$ cat config.mk
export PLATFORM = sky130hd
export DESIGN_NAME = mfp_7seg_scanner_flat
export DESIGN_NICKNAME = d
export VERILOG_FILES = /design/src/rtl/mfp_7seg_scanner_if.sv /design/src/rtl/mfp_7seg_scanner.sv /design/src/flat_wrapper.sv
export SDC_FILE = /design/constraint.sdc
export NUM_CORES = 1
export LEC_CHECK = 0
export ABC_AREA = 1
export ABC_CLOCK_PERIOD_IN_PS = 3400
export BUFFER_PORTS_ARGS = -buffer_cell sky130_fd_sc_hd__buf_2
export CAP_MARGIN = 0
export CORE_MARGIN = 2
export CORE_UTILIZATION = 43
export CTS_BUF_LIST = sky130_fd_sc_hd__clkbuf_8 sky130_fd_sc_hd__clkbuf_16
export DETAILED_ROUTE_END_ITERATION = 6
export SYNTH_ARGS = -nofsm -noshare
export SYNTH_HDL_FRONTEND = slang
export SYNTH_SLANG_ARGS = --single-unit
$ cat constraint.sdc
create_clock -name clk -period 3.4 [get_ports clk]
set_clock_uncertainty 0.15 [all_clocks]
set_input_delay 0.85 -clock clk [delete_from_list [all_inputs] [get_ports clk]]
set_output_delay 0.85 -clock clk [all_outputs]
set_load 0.05 [all_outputs]
$ cat src/rtl/mfp_7seg_scanner_if.sv
// Bundle between the GPIO 7-segment register and the display scanner.
// The master side supplies the value and decimal points.
// The slave side (the scanner) drives the segment, dp and anode lines.
interface mfp_7seg_scanner_if #(
    parameter int DIGITS = 8
) ();
    logic [4*DIGITS-1:0] value;
    logic [DIGITS-1:0]   dp;
    logic [6:0]          seg;
    logic                seg_dp;
    logic [DIGITS-1:0]   an;
    logic                frame_start;

    modport master (
        output value,
        output dp,
        input  seg,
        input  seg_dp,
        input  an,
        input  frame_start
    );

    modport slave (
        input  value,
        input  dp,
        output seg,
        output seg_dp,
        output an,
        output frame_start
    );
endinterface

$ cat src/rtl/mfp_7seg_scanner.sv
// Time-multiplexed hex display scanner.
// Each digit is driven for REFRESH_DIV cycles, followed by an optional
// BLANK_CYCLES all-off gap. value/dp are snapshotted on entry to digit 0,
// so a mid-frame write never tears the display. Every output is a flop.
module mfp_7seg_scanner #(
    parameter int DIGITS         = 8,
    parameter int REFRESH_DIV    = 1024,
    parameter int BLANK_CYCLES   = 16,
    parameter int LZ_BLANK       = 0,
    parameter int SEG_ACTIVE_LOW = 1,
    parameter int AN_ACTIVE_LOW  = 1
) (
    input logic                clk,
    input logic                rst,
    mfp_7seg_scanner_if.slave  bus
);

    localparam int CNT_MAX = (REFRESH_DIV > BLANK_CYCLES) ? REFRESH_DIV : BLANK_CYCLES;
    localparam int CW      = (CNT_MAX > 1) ? $clog2(CNT_MAX) : 1;
    localparam int DW      = (DIGITS > 1) ? $clog2(DIGITS) : 1;

    localparam logic [CW-1:0] DRIVE_LAST = CW'(REFRESH_DIV - 1);
    localparam logic [CW-1:0] GAP_LAST   = CW'((BLANK_CYCLES > 0) ? (BLANK_CYCLES - 1) : 0);
    localparam logic [DW-1:0] DIGIT_LAST = DW'(DIGITS - 1);

    // XOR masks applied at the flop inputs; internal logic is active-high.
    // The masks also equal the "all off" level of each output.
    localparam logic [6:0]        SEG_POL = (SEG_ACTIVE_LOW != 0) ? 7'h7F : 7'h00;
    localparam logic              DP_POL  = (SEG_ACTIVE_LOW != 0) ? 1'b1 : 1'b0;
    localparam logic [DIGITS-1:0] AN_POL  = (AN_ACTIVE_LOW != 0) ? {DIGITS{1'b1}} : {DIGITS{1'b0}};

    // S_START: reset just released, digit 0 is about to be entered.
    typedef enum logic [1:0] {
        S_START = 2'd0,
        S_DRIVE = 2'd1,
        S_GAP   = 2'd2
    } state_t;

    state_t              state;
    logic [CW-1:0]       cnt;
    logic [DW-1:0]       digit;
    logic [4*DIGITS-1:0] snap_value;
    logic [DIGITS-1:0]   snap_dp;
    logic [6:0]          seg_r;
    logic                seg_dp_r;
    logic [DIGITS-1:0]   an_r;
    logic                frame_start_r;

    logic [DW-1:0]       next_digit;
    logic                wrap;
    logic [7:0]          pat_next;
    logic [7:0]          pat_first;

    // Hex to active-high gfedcba segments.
    function automatic logic [6:0] hex_decode(input logic [3:0] nib);
        logic [6:0] s;
        case (nib)
            4'h0:    s = 7'h3F;
            4'h1:    s = 7'h06;
            4'h2:    s = 7'h5B;
            4'h3:    s = 7'h4F;
            4'h4:    s = 7'h66;
            4'h5:    s = 7'h6D;
            4'h6:    s = 7'h7D;
            4'h7:    s = 7'h07;
            4'h8:    s = 7'h7F;
            4'h9:    s = 7'h6F;
            4'hA:    s = 7'h77;
            4'hB:    s = 7'h7C;
            4'hC:    s = 7'h39;
            4'hD:    s = 7'h5E;
            4'hE:    s = 7'h79;
            4'hF:    s = 7'h71;
            default: s = 7'h00;
        endcase
        return s;
    endfunction

    // Active-high {dp, seg} for digit idx of a frame, with leading-zero
    // blanking: a digit above 0 goes dark (dp included) when it and every
    // more significant nibble are zero.
    function automatic logic [7:0] digit_pattern(
        input logic [4*DIGITS-1:0] val,
        input logic [DIGITS-1:0]   pts,
        input logic [DW-1:0]       idx
    );
        logic nonzero;
        logic blank;
        nonzero = 1'b0;
        for (int i = 0; i < DIGITS; i++) begin
            if ((i >= int'(idx)) && (val[4*i +: 4] != 4'h0)) begin
                nonzero = 1'b1;
            end
        end
        blank = (LZ_BLANK != 0) && (idx != '0) && !nonzero;
        if (blank) begin
            return 8'h00;
        end else begin
            return {pts[idx], hex_decode(val[4*idx +: 4])};
        end
    endfunction

    // Active-high one-hot anode select.
    function automatic logic [DIGITS-1:0] onehot(input logic [DW-1:0] idx);
        logic [DIGITS-1:0] r;
        r      = '0;
        r[idx] = 1'b1;
        return r;
    endfunction

    // Work out the next digit and its pattern. Entering digit 0 decodes
    // the live inputs, because the snapshot loads on that same edge.
    always_comb begin
        wrap       = (digit == DIGIT_LAST);
        next_digit = wrap ? '0 : (digit + DW'(1));
        pat_first  = digit_pattern(bus.value, bus.dp, '0);
        if (wrap) begin
            pat_next = pat_first;
        end else begin
            pat_next = digit_pattern(snap_value, snap_dp, next_digit);
        end
    end

    // Scan FSM: dwell counter, digit index, snapshot and registered outputs.
    always_ff @(posedge clk) begin
        if (rst) begin
            state         <= S_START;
            cnt           <= '0;
            digit         <= '0;
            snap_value    <= '0;
            snap_dp       <= '0;
            seg_r         <= SEG_POL;
            seg_dp_r      <= DP_POL;
            an_r          <= AN_POL;
            frame_start_r <= 1'b0;
        end else begin
            frame_start_r <= 1'b0;
            case (state)
                S_START: begin
                    state         <= S_DRIVE;
                    cnt           <= '0;
                    digit         <= '0;
                    snap_value    <= bus.value;
                    snap_dp       <= bus.dp;
                    seg_r         <= pat_first[6:0] ^ SEG_POL;
                    seg_dp_r      <= pat_first[7] ^ DP_POL;
                    an_r          <= onehot('0) ^ AN_POL;
                    frame_start_r <= 1'b1;
                end
                S_DRIVE: begin
                    if (cnt != DRIVE_LAST) begin
                        cnt <= cnt + CW'(1);
                    end else if (BLANK_CYCLES > 0) begin
                        state    <= S_GAP;
                        cnt      <= '0;
                        seg_r    <= SEG_POL;
                        seg_dp_r <= DP_POL;
                        an_r     <= AN_POL;
                    end else begin
                        cnt      <= '0;
                        digit    <= next_digit;
                        seg_r    <= pat_next[6:0] ^ SEG_POL;
                        seg_dp_r <= pat_next[7] ^ DP_POL;
                        an_r     <= onehot(next_digit) ^ AN_POL;
                        if (wrap) begin
                            snap_value    <= bus.value;
                            snap_dp       <= bus.dp;
                            frame_start_r <= 1'b1;
                        end else begin
                            frame_start_r <= 1'b0;
                        end
                    end
                end
                S_GAP: begin
                    if (cnt != GAP_LAST) begin
                        cnt <= cnt + CW'(1);
                    end else begin
                        state    <= S_DRIVE;
                        cnt      <= '0;
                        digit    <= next_digit;
                        seg_r    <= pat_next[6:0] ^ SEG_POL;
                        seg_dp_r <= pat_next[7] ^ DP_POL;
                        an_r     <= onehot(next_digit) ^ AN_POL;
                        if (wrap) begin
                            snap_value    <= bus.value;
                            snap_dp       <= bus.dp;
                            frame_start_r <= 1'b1;
                        end else begin
                            frame_start_r <= 1'b0;
                        end
                    end
                end
                default: begin
                    state    <= S_START;
                    cnt      <= '0;
                    digit    <= '0;
                    seg_r    <= SEG_POL;
                    seg_dp_r <= DP_POL;
                    an_r     <= AN_POL;
                end
            endcase
        end
    end

    assign bus.seg         = seg_r;
    assign bus.seg_dp      = seg_dp_r;
    assign bus.an          = an_r;
    assign bus.frame_start = frame_start_r;

endmodule

$ cat src/flat_wrapper.sv
// flat-port wrapper written by rule: the top's interface ports become plain ports
module mfp_7seg_scanner_flat 
#(
    parameter int DIGITS         = 8,
    parameter int REFRESH_DIV    = 1024,
    parameter int BLANK_CYCLES   = 16,
    parameter int LZ_BLANK       = 0,
    parameter int SEG_ACTIVE_LOW = 1,
    parameter int AN_ACTIVE_LOW  = 1
)
  (clk, rst, bus_value, bus_dp, bus_seg, bus_seg_dp, bus_an, bus_frame_start);
  mfp_7seg_scanner_if #(.DIGITS(DIGITS)) bus_i ();
  input logic clk;
  input logic rst;
  input wire logic [$bits(bus_i.value)-1:0] bus_value;
  input wire logic [$bits(bus_i.dp)-1:0] bus_dp;
  output wire logic [$bits(bus_i.seg)-1:0] bus_seg;
  output wire logic [$bits(bus_i.seg_dp)-1:0] bus_seg_dp;
  output wire logic [$bits(bus_i.an)-1:0] bus_an;
  output wire logic [$bits(bus_i.frame_start)-1:0] bus_frame_start;
  assign bus_i.value = bus_value;
  assign bus_i.dp = bus_dp;
  assign bus_seg = bus_i.seg;
  assign bus_seg_dp = bus_i.seg_dp;
  assign bus_an = bus_i.an;
  assign bus_frame_start = bus_i.frame_start;
  mfp_7seg_scanner #(.DIGITS(DIGITS), .REFRESH_DIV(REFRESH_DIV), .BLANK_CYCLES(BLANK_CYCLES), .LZ_BLANK(LZ_BLANK), .SEG_ACTIVE_LOW(SEG_ACTIVE_LOW), .AN_ACTIVE_LOW(AN_ACTIVE_LOW)) u_core (.clk(clk), .rst(rst), .bus(bus_i));
endmodule
==> run summary, run 1 <==
N_diodes -> 0
First-pass detailed-route iteration total -> 4
H-tree depth -> 3
Worst R2R End -> u_core.bus.seg[3]
DR iter-0 viols -> 183
Area Overhead vs Synth -> 16.0%
Clk sinks -> 72
Yosys warning count -> 0
Gr usage total -> 20.3%
Top Ports -> 59
FF+latch area -> 1440 um2
Syn_area_per_cell -> 6.90 um2
Antenna violations before repair -> 0
Met2 usage -> 32.1%
Fin crit share -> 84.9%
Synth Cell Area -> 3730 um2
Main synth FF type -> dfxtp_1
Global placement routability congestion -> 0.920
WS Path Type -> register to register
Vias per inst -> 4.98
Core area -> 8300 um2
DIE AREA -> 9430 um2
Post-route non-filler standard cell count -> 704
Tot Pwr -> 4.63 mW
Worst Path Max Fanout -> 7
DRT Wirelength -> 9310 um
Clock buffer depth -> 2
Hold Buf Count CTS -> 0
First-pass GRT wire length -> 15800 um
IO Port Bufs -> 58
Max-Cap Viols -> 0
DRC viols -> 0
Grt ovf -> 0
Skew-Pair Late Insertion Delay -> 0.35 ns
Register area share after synthesis -> 38.7%
Clock Root Buffer -> clkbuf_8
Crit path to -> u_core.bus.seg[3]
Via count -> 3506
Final number of setup-violating endpoints -> 0
R2R Setup Slk -> 0.51 ns
Share of the synthesized area in the top cell type -> 38.7%
Rows -> 33
Post-synth EDFFs -> 0
Setup bufs post-CTS -> 0
Synth cell types -> 36
Share of cells above drive strength 1 -> 18.7%
Filler instances -> 849
Placed cells -> 688
Relative slew slack -> 59.4%
Post-synth top area cell -> dfxtp_1
Setup TNS Final -> 0 ns
Async S/R FF share, synth -> 0%
GRT Max-Usage Layer -> met2
M3 GR Usage -> 4.46%
Most instantiated cells after synthesis -> nand2_1, nor2_1, dfxtp_1
Fmax -> 347 MHz
Initial Utilization -> 44.9%
Leakage Power -> 1.97 nW
Synth top area cells -> dfxtp_1, nand2_1, nor2_1
Final Critical Period -> 2.89 ns
Hold Crit Class -> register to register
PwrDens -> 1070 nW/um2
CP startpoint -> u_core.digit[0]
CP startpoint kind -> register
Chip width -> 97.1 um
Worst Setup End Kind -> register
Die Y -> 97.1 um
Post-DRT Antenna Nets -> 0
Vias in the first global route -> 3353
Crit path DAT -> 2.95 ns
Cts bufs inserted -> 9
Worst-path clk slew -> 0.08 ns
Mean routed wirelength per cell -> 13.2 um
Syn Inst Count -> 540
Post-cts sizing count -> 0
Multi-input logic area -> 2010 um2
Most numerous cell in the Yosys netlist -> nand2_1
Status -> finished, final reports clean
Unrepaired setup endpoints after global routing -> no
FF-to-FF path depth -> 17
Seq cells post-synth -> 72
Syn_nets -> 602
CP required -> 3.47 ns
Peak VDD IR -> 0.000350 V
Largest net degree at the start of global routing -> 42
CTS tree -> built
Dpl hpwl -> 6860 um
Grt met1 use -> 27.9%
Slew at the pin closest to its max-slew limit -> 0.608 ns
Fin. max-slew vios -> 0
Fin. Hold Viols -> 0
Final net count -> 656
R2r startpoint -> u_core.digit[0]
## critical path, stage by stage, from the launching register on
cell	delay (ns)
dfxtp_1	0.34
ha_1	0.20
ha_1	0.39
nor2_2	0.38
nand3_1	0.13
nand2_1	0.08
inv_1	0.05
nand2_1	0.18
inv_1	0.13
ha_1	0.24
inv_1	0.06
nand2_1	0.06
nand3_1	0.08
nand3_1	0.07
nand2_1	0.06
nand2_1	0.05
nand2_1	0.05
nand2_1	0.04
## cell type report
type / instances / area share [%]
clock buffers: 9 / 2.86
clock inverters: 7 / 2.17
inverters: 47 / 4.14
multi-input cells: 400 / 46.4
flip-flops and latches: 72 / 33.3
well taps: 105 / 3.04
repair buffers: 64 / 8.04
## cells in the final DEF, fill, tap and decap left out, types with 2 or more instances in the layout
master	count
inv_2	9
xor2_1	3
nand2_1	109
o22ai_1	2
xnor2_1	2
o21ai_0	59
o21ai_2	2
buf_2	58
nor3_1	5
bufinv_16	2
buf_4	5
nor4_1	2
nand2_2	7
dfxtp_1	72
inv_6	2
ha_1	20
nand3_1	38
nor2_2	3
nor2_1	92
o21ai_1	7
or2_2	6
clkbuf_8	9
inv_1	37
a21oi_1	32
## registers in the layout, summed over array words and instances, names as in the netlist
register                cells
u_core.bus.an               8
u_core.bus.seg_dp           1
u_core.bus.seg              7
u_core.snap_dp              8
u_core.snap_value          32
u_core.cnt                 10
u_core.digit                3
u_core.bus.frame_start      1
u_core.state                2
## power by group
group | leakage, nW | internal, mW | switching [mW] | total (mW)
sequential | 0.596 | 1.16 | 0.153 | 1.31
combinational | 1.26 | 0.771 | 1.79 | 2.56
clock | 0.111 | 0.414 | 0.342 | 0.756
total | 1.97 | 2.35 | 2.28 | 4.63
## per-layer routing
metal  part of all wire, %  vias up
met2                    44       83
met4                   1.4        0
li1                      -     1852
met1                    50     1560
met5                     0        -
met3                   4.3       11
## through the flow
stage	cell area (um2)	utilization (%)	setup slack [ns]	hold slack [ns]
after floorplan	3730	-	0.922	0.268
after global placement	4110	49.5	0.610	0.280
after detailed placement	4110	49.5	0.572	0.298
after CTS	4330	52.1	0.545	0.311
after global routing	4330	52.1	0.203	0.337
final	4330	52.1	0.514	0.308
## how the worst min path moves through the flow
stage,startpoint,to,slack [ns],cells past startpoint
detailed placement,u_core.snap_value[13],u_core.snap_value[13],0.30,2
global route,u_core.cnt[0],u_core.cnt[0],0.34,1
finish,u_core.snap_value[13],u_core.snap_value[13],0.31,2
floorplan,u_core.cnt[0],u_core.cnt[0],0.27,1
CTS,u_core.snap_value[13],u_core.snap_value[13],0.31,2
global placement,u_core.cnt[0],u_core.cnt[0],0.28,1
## kinds of logic (layout without fill, tap and decap cells)
| kind of cell | count (synthesis) | count (layout) | share of synthesized area [%] |
|---|---|---|---|
| buffers and inverters | 68 | 127 | 7.55 |
| xor gates and xnor gates | 5 | 5 | 1.17 |
| and+or+nand+nor | 266 | 266 | 30.3 |
| AOI/OAI and AO/OA | 109 | 109 | 15.6 |
| DFF | 72 | 72 | 38.7 |
| adders and majority gates | 20 | 20 | 6.71 |
No activity file was read; power rests on OpenSTA's default activity.
==> inputs of run 2 (changes only) <==
ABC_AREA = 0   (was 1)
ABC_CLOCK_PERIOD_IN_PS = 2950   (was 3400)
clock period = 2.95 ns   (was 3.4 ns; I/O delays follow)
==> run 2 against run 1 <==
Net effect: synthesized cell count down 16%; via count down 6.9%; die area down 0.45%; largest power group is now sequential cells; highest routed layer unchanged; design area up 1.9%; largest cell class unchanged.
==> run summary, run 2 <==
Core area -> 8300 um2 (unchanged)
Post-route non-filler standard cell count -> 622 (was 704)
WS Path Type -> register to register (unchanged)
Routed met2 length -> 4090 um (was 4130 um)
Cell mode on critical path -> ha_4 (was nand2_1)
Worst Setup End Kind -> register (unchanged)
Gr usage total -> 19.6% (was 20.3%)
Rows -> 33 (unchanged)
Core Util, Final -> 53.1% (was 52.1%)
Top flop regs -> u_core.snap_value (32), u_core.cnt (10) (unchanged)
Largest net degree at the start of global routing -> 41 (was 42)
Status -> finished, final reports clean (unchanged)
Fin crit share -> 96.8% (was 84.9%)
WL met1 -> 4290 um (was 4650 um)
N_diodes -> 0 (unchanged)
Relative slew slack -> 61.5% (was 59.4%)
Clock buffer depth -> 2 (unchanged)
Seq cells post-synth -> 72 (unchanged)
DRT Wirelength -> 8870 um (was 9310 um)
Max-Cap Viols -> 0 (unchanged)
Crit-path cells -> ha_4 > ha_4 > nor2_4 > buf_12 > mux4_2 > mux2i_4 > inv_2 > ha_4 > mux2_2 > or3_1 > nand4_1 > a21oi_1 (was ha_1 > ha_1 > nor2_2 > nand3_1 > nand2_1 > inv_1 > nand2_1 > inv_1 > ha_1 > inv_1 > nand2_1 > nand3_1 > nand3_1 > nand2_1 > nand2_1 > nand2_1 > nand2_1)
Mean routed wirelength per cell -> 14.3 um (was 13.2 um)
Leakage Power -> 1.80 nW (was 1.97 nW)
Die Y -> 96.9 um (was 97.1 um)
Most numerous cell in the Yosys netlist -> nand2_1 (unchanged)
Max FFs per register -> 32 (unchanged)
Antenna violations before repair -> 0 (unchanged)
CP startpoint kind -> register (unchanged)
Syn Inst Count -> 455 (was 540)
Synth Cell Area -> 3710 um2 (was 3730 um2)
First-pass detailed-route iteration total -> 4 (unchanged)
Final number of setup-violating endpoints -> 0 (unchanged)
Most common cell after layout, fill and taps aside -> nand2_1 (unchanged)
Grt ovf -> 0 (unchanged)
Post-synth top area cell -> dfxtp_1 (unchanged)
Clock Root Buffer -> clkbuf_8 (unchanged)
Slew at the pin closest to its max-slew limit -> 0.574 ns (was 0.608 ns)
Final net count -> 574 (was 656)
Peak VDD IR -> 0.000279 V (was 0.000350 V)
CTS tree -> built (unchanged)
Worst path slowest cell -> mux4_2 (was ha_1)
DRC viols -> 0 (unchanged)
DR iter-0 viols -> 126 (was 183)
Register area share after synthesis -> 38.8% (was 38.7%)
Cts bufs inserted -> 9 (unchanged)
Hold Crit Class -> register to register (unchanged)
Vias per inst -> 5.25 (was 4.98)
H-tree depth -> 3 (unchanged)
Most instantiated cells after synthesis -> nand2_1, dfxtp_1, a21oi_1 (was nand2_1, nor2_1, dfxtp_1)
Syn_nets -> 517 (was 602)
Dpl hpwl -> 6670 um (was 6860 um)
DIE AREA -> 9390 um2 (was 9430 um2)
Post-synth EDFFs -> 0 (unchanged)
Post-DP Area -> 4210 um2 (was 4110 um2)
Clk sinks -> 72 (unchanged)
First-pass GRT wire length -> 15000 um (was 15800 um)
CP required -> 3.04 ns (was 3.47 ns)
Initial Utilization -> 44.7% (was 44.9%)
Synth cell types -> 46 (was 36)
Yosys warning count -> 0 (unchanged)
Final Critical Period -> 2.86 ns (was 2.89 ns)
Share of cells above drive strength 1 -> 23.6% (was 18.7%)
Vias in the first global route -> 3133 (was 3353)
Post-DRT Antenna Nets -> 0 (unchanged)
IO Port Bufs -> 58 (unchanged)
Fin. max-slew vios -> 0 (unchanged)
Post-Layout Inst Area -> 4410 um2 (was 4330 um2)
Global placement routability congestion -> 0.868 (was 0.920)
Fmax -> 350 MHz (was 347 MHz)
Chip width -> 96.9 um (was 97.1 um)
Fin. Hold Viols -> 0 (unchanged)
Met3 WL -> 272 um (was 396 um)
CP max stage delay -> 0.52 ns (was 0.39 ns)
Worst Path Max Fanout -> 8 (was 7)
Skew-Pair Late Insertion Delay -> 0.35 ns (about the same)
PwrDens -> 512 nW/um2 (was 1070 nW/um2)
Worst-path clk slew -> 0.08 ns (about the same)
Share of the synthesized area in the top cell type -> 38.8% (was 38.7%)
Most frequent cells in the layout -> nand2_1, dfxtp_1, buf_2 (was nand2_1, nor2_1, dfxtp_1)
Area Overhead vs Synth -> 18.7% (was 16.0%)
Uppermost layer routed -> met4 (unchanged)
Via count -> 3265 (was 3506)
Synth top area cells -> dfxtp_1, nand2_1, a21oi_1 (was dfxtp_1, nand2_1, nor2_1)
Unrepaired setup endpoints after global routing -> yes (was no)
Top Ports -> 59 (unchanged)
Async S/R FF share, synth -> 0% (unchanged)
Syn_area_per_cell -> 8.16 um2 (was 6.90 um2)
Main synth FF type -> dfxtp_1 (unchanged)
Min Hold Slack -> 0.301 ns (was 0.308 ns)
Largest Register -> u_core.snap_value (unchanged)
Placed cells -> 605 (was 688)
Crit path DAT -> 2.95 ns (about the same)
==> run 2: cell count changes after synthesis, moves of 7 or more <==
cell	change
nand3_1	-22
a21oi_1	+22
inv_1	-19
nand2_1	-11
nor2b_1	+8
inv_2	-9
nand2b_1	+12
mux4_2	+11
nor2_1	-57
o21ai_1	-7
o21ai_0	-45
clkbuf_1	+9
nand2_2	-7
==> run 2: critical path, delay by kind of cell (launching register included) <==
| family | cells | cell delay, ns |
|---|---|---|
| buffers and inverters | 2 | 0.23 |
| flip-flops | 1 | 0.35 |
| AND/OR/NAND/NOR | 3 | 0.50 |
| adder cells (fa/ha/maj) | 3 | 0.48 |
| AO/OA/AOI/OAI | 1 | 0.06 |
| multiplexers | 3 | 0.98 |
==> run 2: routing by layer <==
layer	vias to the layer above	global-route usage, %
met1	1505	26.7
met4	0	8.99
met3	19	3.18
met2	68	30.7
li1	1673	-
met5	-	0
==> run 2: final cells by class <==
type,count,area [um2]
clock inverter,7,47.5
multi-input combinational,335,2150
tap,105,131
clock buffer,9,124
sequential,72,1450
inverter,17,63.8
fill,788,3890
timing repair buffer,77,445
==> run 2: power breakdown <==
part | switching [mW] | leakage (nW) | internal, mW
logic | 0.301 | 1.12 | 0.177
registers | 0.0420 | 0.594 | 1.04
clock network | 0.392 | 0.0854 | 0.304
==> run 2: per-stage QoR <==
| step | TNS (ns) | setup slack (ns) | total power [mW] |
|---|---|---|---|
| final | 0 | 0.0932 | 2.26 |
| after global routing | -0.0237 | -0.0237 | 2.38 |
| after CTS | 0 | 0.0862 | 2.28 |
| after detailed placement | -0.0111 | -0.0106 | 1.58 |
| after global placement | 0 | 0.0212 | 1.58 |
| after floorplan | 0 | 0.0106 | 1.44 |
==> run 2: worst paths after layout <==
kind,from,endpoint,slack [ns],cells after the start
min reg2reg,u_core.snap_dp[3],u_core.snap_dp[3],0.30,2
max,u_core.digit[0],u_core.bus.seg[6],0.09,12
min,u_core.snap_dp[3],u_core.snap_dp[3],0.30,2
max reg2reg,u_core.digit[0],u_core.bus.seg[6],0.09,12
==> run 2: cell families (layout without fill, tap and decap cells) <==
group | Yosys count | in the layout | share of synthesized area, %
flip-flops | 72 | 72 | 38.8
adder cells (fa/ha/maj) | 20 | 20 | 6.74
AND/OR/NAND/NOR | 195 | 195 | 23.6
XOR/XNOR | 8 | 8 | 1.89
multiplexers | 18 | 18 | 8.93
AO/OA/AOI/OAI | 94 | 94 | 14.5
buffers and inverters | 48 | 110 | 5.50
==> run 2: repair_timing <==
item | CTS | global route
gates resized for setup | 0 | 2
setup endpoints to repair | 2 | 3
hold buffers | 0 | 0
pin swaps | 1 | 1
buffers inserted | 1 | 0
endpoints found under the hold margin | 0 | 0
==> inputs of run 3 (changes only) <==
ABC_CLOCK_PERIOD_IN_PS = 2600   (was 2950)
PLACE_DENSITY = 0.66   (was not set)
clock period = 2.6 ns   (was 2.95 ns; I/O delays follow)
==> run 3 against run 2 <==
Net effect: the flow now finishes with violations (negative setup slack); sequential share of layout area shrank 2.7 points; via count rose by 4.5%; non-clock buffer count grew 22; cell count rose by 3.5%.
==> run summary, run 3 (synthesized netlist as in run 2, its figures left out) <==
Vias per inst -> 5.30 (was 5.25)
CP startpoint kind -> register (unchanged)
Area Overhead vs Synth -> 29.5% (was 18.7%)
P_int -> 1.94 mW (was 1.52 mW)
Buf/Inv on CP -> 3 (was 2)
Top flop regs -> u_core.snap_value (32), u_core.cnt (10) (unchanged)
Via count -> 3412 (was 3265)
Cell mode on critical path -> ha_4 (unchanged)
Crit path DAT -> 3.01 ns (was 2.95 ns)
Final Critical Period -> 2.92 ns (was 2.86 ns)
CP Depth -> 12 (unchanged)
DR iter-0 viols -> 163 (was 126)
Unrepaired setup endpoints after global routing -> yes (unchanged)
IO Port Bufs -> 58 (unchanged)
Clock power frac -> 33.2% (was 30.9%)
Dpl hpwl -> 6690 um (was 6670 um)
Largest net degree at the start of global routing -> 45 (was 41)
Pre-CTS setup slack -> -0.303 ns (was -0.0106 ns)
Largest Register -> u_core.snap_value (unchanged)
Worst hold stages -> 2 (unchanged)
Setup TNS Final -> -1.55 ns (was 0 ns)
Global placement routability congestion -> 0.882 (was 0.868)
Max FFs per register -> 32 (unchanged)
Final WS setup -> -0.322 ns (was 0.0932 ns)
Share of cells above drive strength 1 -> 29.5% (was 23.6%)
Cts bufs inserted -> 9 (unchanged)
H-tree depth -> 3 (unchanged)
Mean routed wirelength per cell -> 14.7 um (was 14.3 um)
Core Util, Final -> 57.9% (was 53.1%)
Vias in the first global route -> 3191 (was 3133)
Skew-Pair Late Insertion Delay -> 0.35 ns (about the same)
Hold Buf Count CTS -> 0 (unchanged)
CTS tree -> built (unchanged)
First-pass detailed-route iteration total -> 4 (unchanged)
Rows -> 33 (unchanged)
Worst path slowest cell -> mux4_2 (unchanged)
Tot Pwr -> 2.80 mW (was 2.26 mW)
Post-DP Area -> 4370 um2 (was 4210 um2)
Power share of the combinational group -> 23.3% (was 21.2%)
PwrDens -> 584 nW/um2 (was 512 nW/um2)
CP required -> 2.69 ns (was 3.04 ns)
CP max stage delay -> 0.52 ns (about the same)
Top Ports -> 59 (unchanged)
Fin. Hold Viols -> 0 (unchanged)
Delay-heaviest family, CP -> multiplexers (unchanged)
Flop pwr share -> 43.5% (was 48.0%)
Final net count -> 596 (was 574)
Die Y -> 96.9 um (unchanged)
Antenna violations before repair -> 0 (unchanged)
WS Path Type -> register to register (unchanged)
FF-to-FF path depth -> 12 (unchanged)
Post-Layout Inst Area -> 4800 um2 (was 4410 um2)
DRC viols -> 0 (unchanged)
Worst Path Max Fanout -> 5 (was 8)
Relative slew slack -> 64.8% (was 61.5%)
N_diodes -> 0 (unchanged)
Worst-path clk slew -> 0.08 ns (about the same)
Worst Setup End Kind -> register (unchanged)
Fmax -> 342 MHz (was 350 MHz)
Clk sinks -> 72 (unchanged)
Clock buffer depth -> 2 (unchanged)
DIE AREA -> 9390 um2 (unchanged)
Sw Ratio -> 30.6% (was 32.6%)
Filler instances -> 768 (was 788)
Most common cell after layout, fill and taps aside -> nand2_1 (unchanged)
Hold Crit Class -> register to register (unchanged)
Leakage Power -> 1.98 nW (was 1.80 nW)
Most frequent cells in the layout -> nand2_1, dfxtp_1, buf_2 (unchanged)
Failing checks -> negative setup slack
Crit-path cells -> ha_4 > ha_4 > nor2_4 > buf_12 > mux4_2 > mux2i_4 > inv_2 > buf_6 > ha_4 > mux2i_1 > mux2i_1 > a311o_1 (was ha_4 > ha_4 > nor2_4 > buf_12 > mux4_2 > mux2i_4 > inv_2 > ha_4 > mux2_2 > or3_1 > nand4_1 > a21oi_1)
Initial Utilization -> 44.7% (unchanged)
Chip width -> 96.9 um (unchanged)
Final number of setup-violating endpoints -> 7 (was 0)
Net Sw Power -> 0.859 mW (was 0.734 mW)
Fin crit share -> 112% (was 96.8%)
Slew at the pin closest to its max-slew limit -> 0.524 ns (was 0.574 ns)
Gr usage total -> 19.8% (was 19.6%)
Post-DRT Antenna Nets -> 0 (unchanged)
R2R Setup Slk -> -0.32 ns (was 0.09 ns)
Max-Cap Viols -> 0 (unchanged)
Grt ovf -> 0 (unchanged)
Clock Root Buffer -> clkbuf_8 (unchanged)
DRT Wirelength -> 9470 um (was 8870 um)
Peak VDD IR -> 0.000274 V (was 0.000279 V)
First-pass GRT wire length -> 15300 um (was 15000 um)
Status -> complete, but fails checks (was finished, final reports clean)
Core area -> 8300 um2 (unchanged)
Fin. max-slew vios -> 0 (unchanged)
-- run 3: cell types whose count changed in the layout (fill, tap and decap cells not counted), sizes merged --
cell	before	now
clkinv	4	2
clkinvlp	2	1
clkbuf	9	11
inv	18	19
bufinv	0	1
buf	77	98
-- run 3: worst paths after layout --
kind	end	from
hold reg to reg	u_core.snap_dp[2]	u_core.snap_dp[2]
hold / removal	u_core.snap_dp[2]	u_core.snap_dp[2]
setup reg to reg	u_core.bus.seg[3]	u_core.digit[0]
setup / recovery	u_core.bus.seg[3]	u_core.digit[0]
-- run 3: layer usage --
metal / vias to the layer above / global-route usage (%) / routed length (um)
met3: 16 / 4.05 / 362
met4: 0 / 5.53 / 160
met1: 1604 / 25.9 / 4340
met2: 78 / 33.1 / 4600
li1: 1714 / - / -
met5: - / 0 / 0
-- run 3: timing repair --
action,4_1_cts,5_1_grt
resized for setup,13,20
cloned,0,1
buffers inserted,5,3
setup endpoints to repair,8,41
pin swaps,9,7
-- run 3: worst register-to-register path, stage by stage, from the launching register on --
cell and delay, ns:
dfxtp_4 0.35, ha_4 0.15, ha_4 0.16, nor2_4 0.13, buf_12 0.14, mux4_2 0.52
mux2i_4 0.21, inv_2 0.09, buf_6 0.13, ha_4 0.17, mux2i_1 0.20, mux2i_1 0.11
a311o_1 0.31
-- run 3: through the flow --
stage	hold WS [ns]	instances
6_report	0.302	644
5_1_grt	0.326	644
4_1_cts	0.303	640
3_5_place_dp	0.292	619
3_3_place_gp	0.286	619
2_1_floorplan	0.279	455
-- run 3: final cells by class --
| class | instances | area, um2 | area share [%] |
|---|---|---|---|
| flip-flops and latches | 72 | 1450 | 30.1 |
| inverters | 17 | 63.8 | 1.33 |
| clock inverters | 6 | 58.8 | 1.22 |
| multi-input cells | 335 | 2270 | 47.3 |
| well taps | 105 | 131 | 2.73 |
| clock buffers | 10 | 149 | 3.10 |
| repair buffers | 99 | 683 | 14.2 |
-- run 3: power groups by stage --
stage	combinational, mW	clock (mW)	sequential [mW]
after detailed placement	0.584	0	1.25
after floorplan	0.334	0	1.31
after global placement	0.572	0	1.25
after CTS	0.605	0.937	1.22
after global routing	0.711	0.992	1.23
final	0.653	0.930	1.22
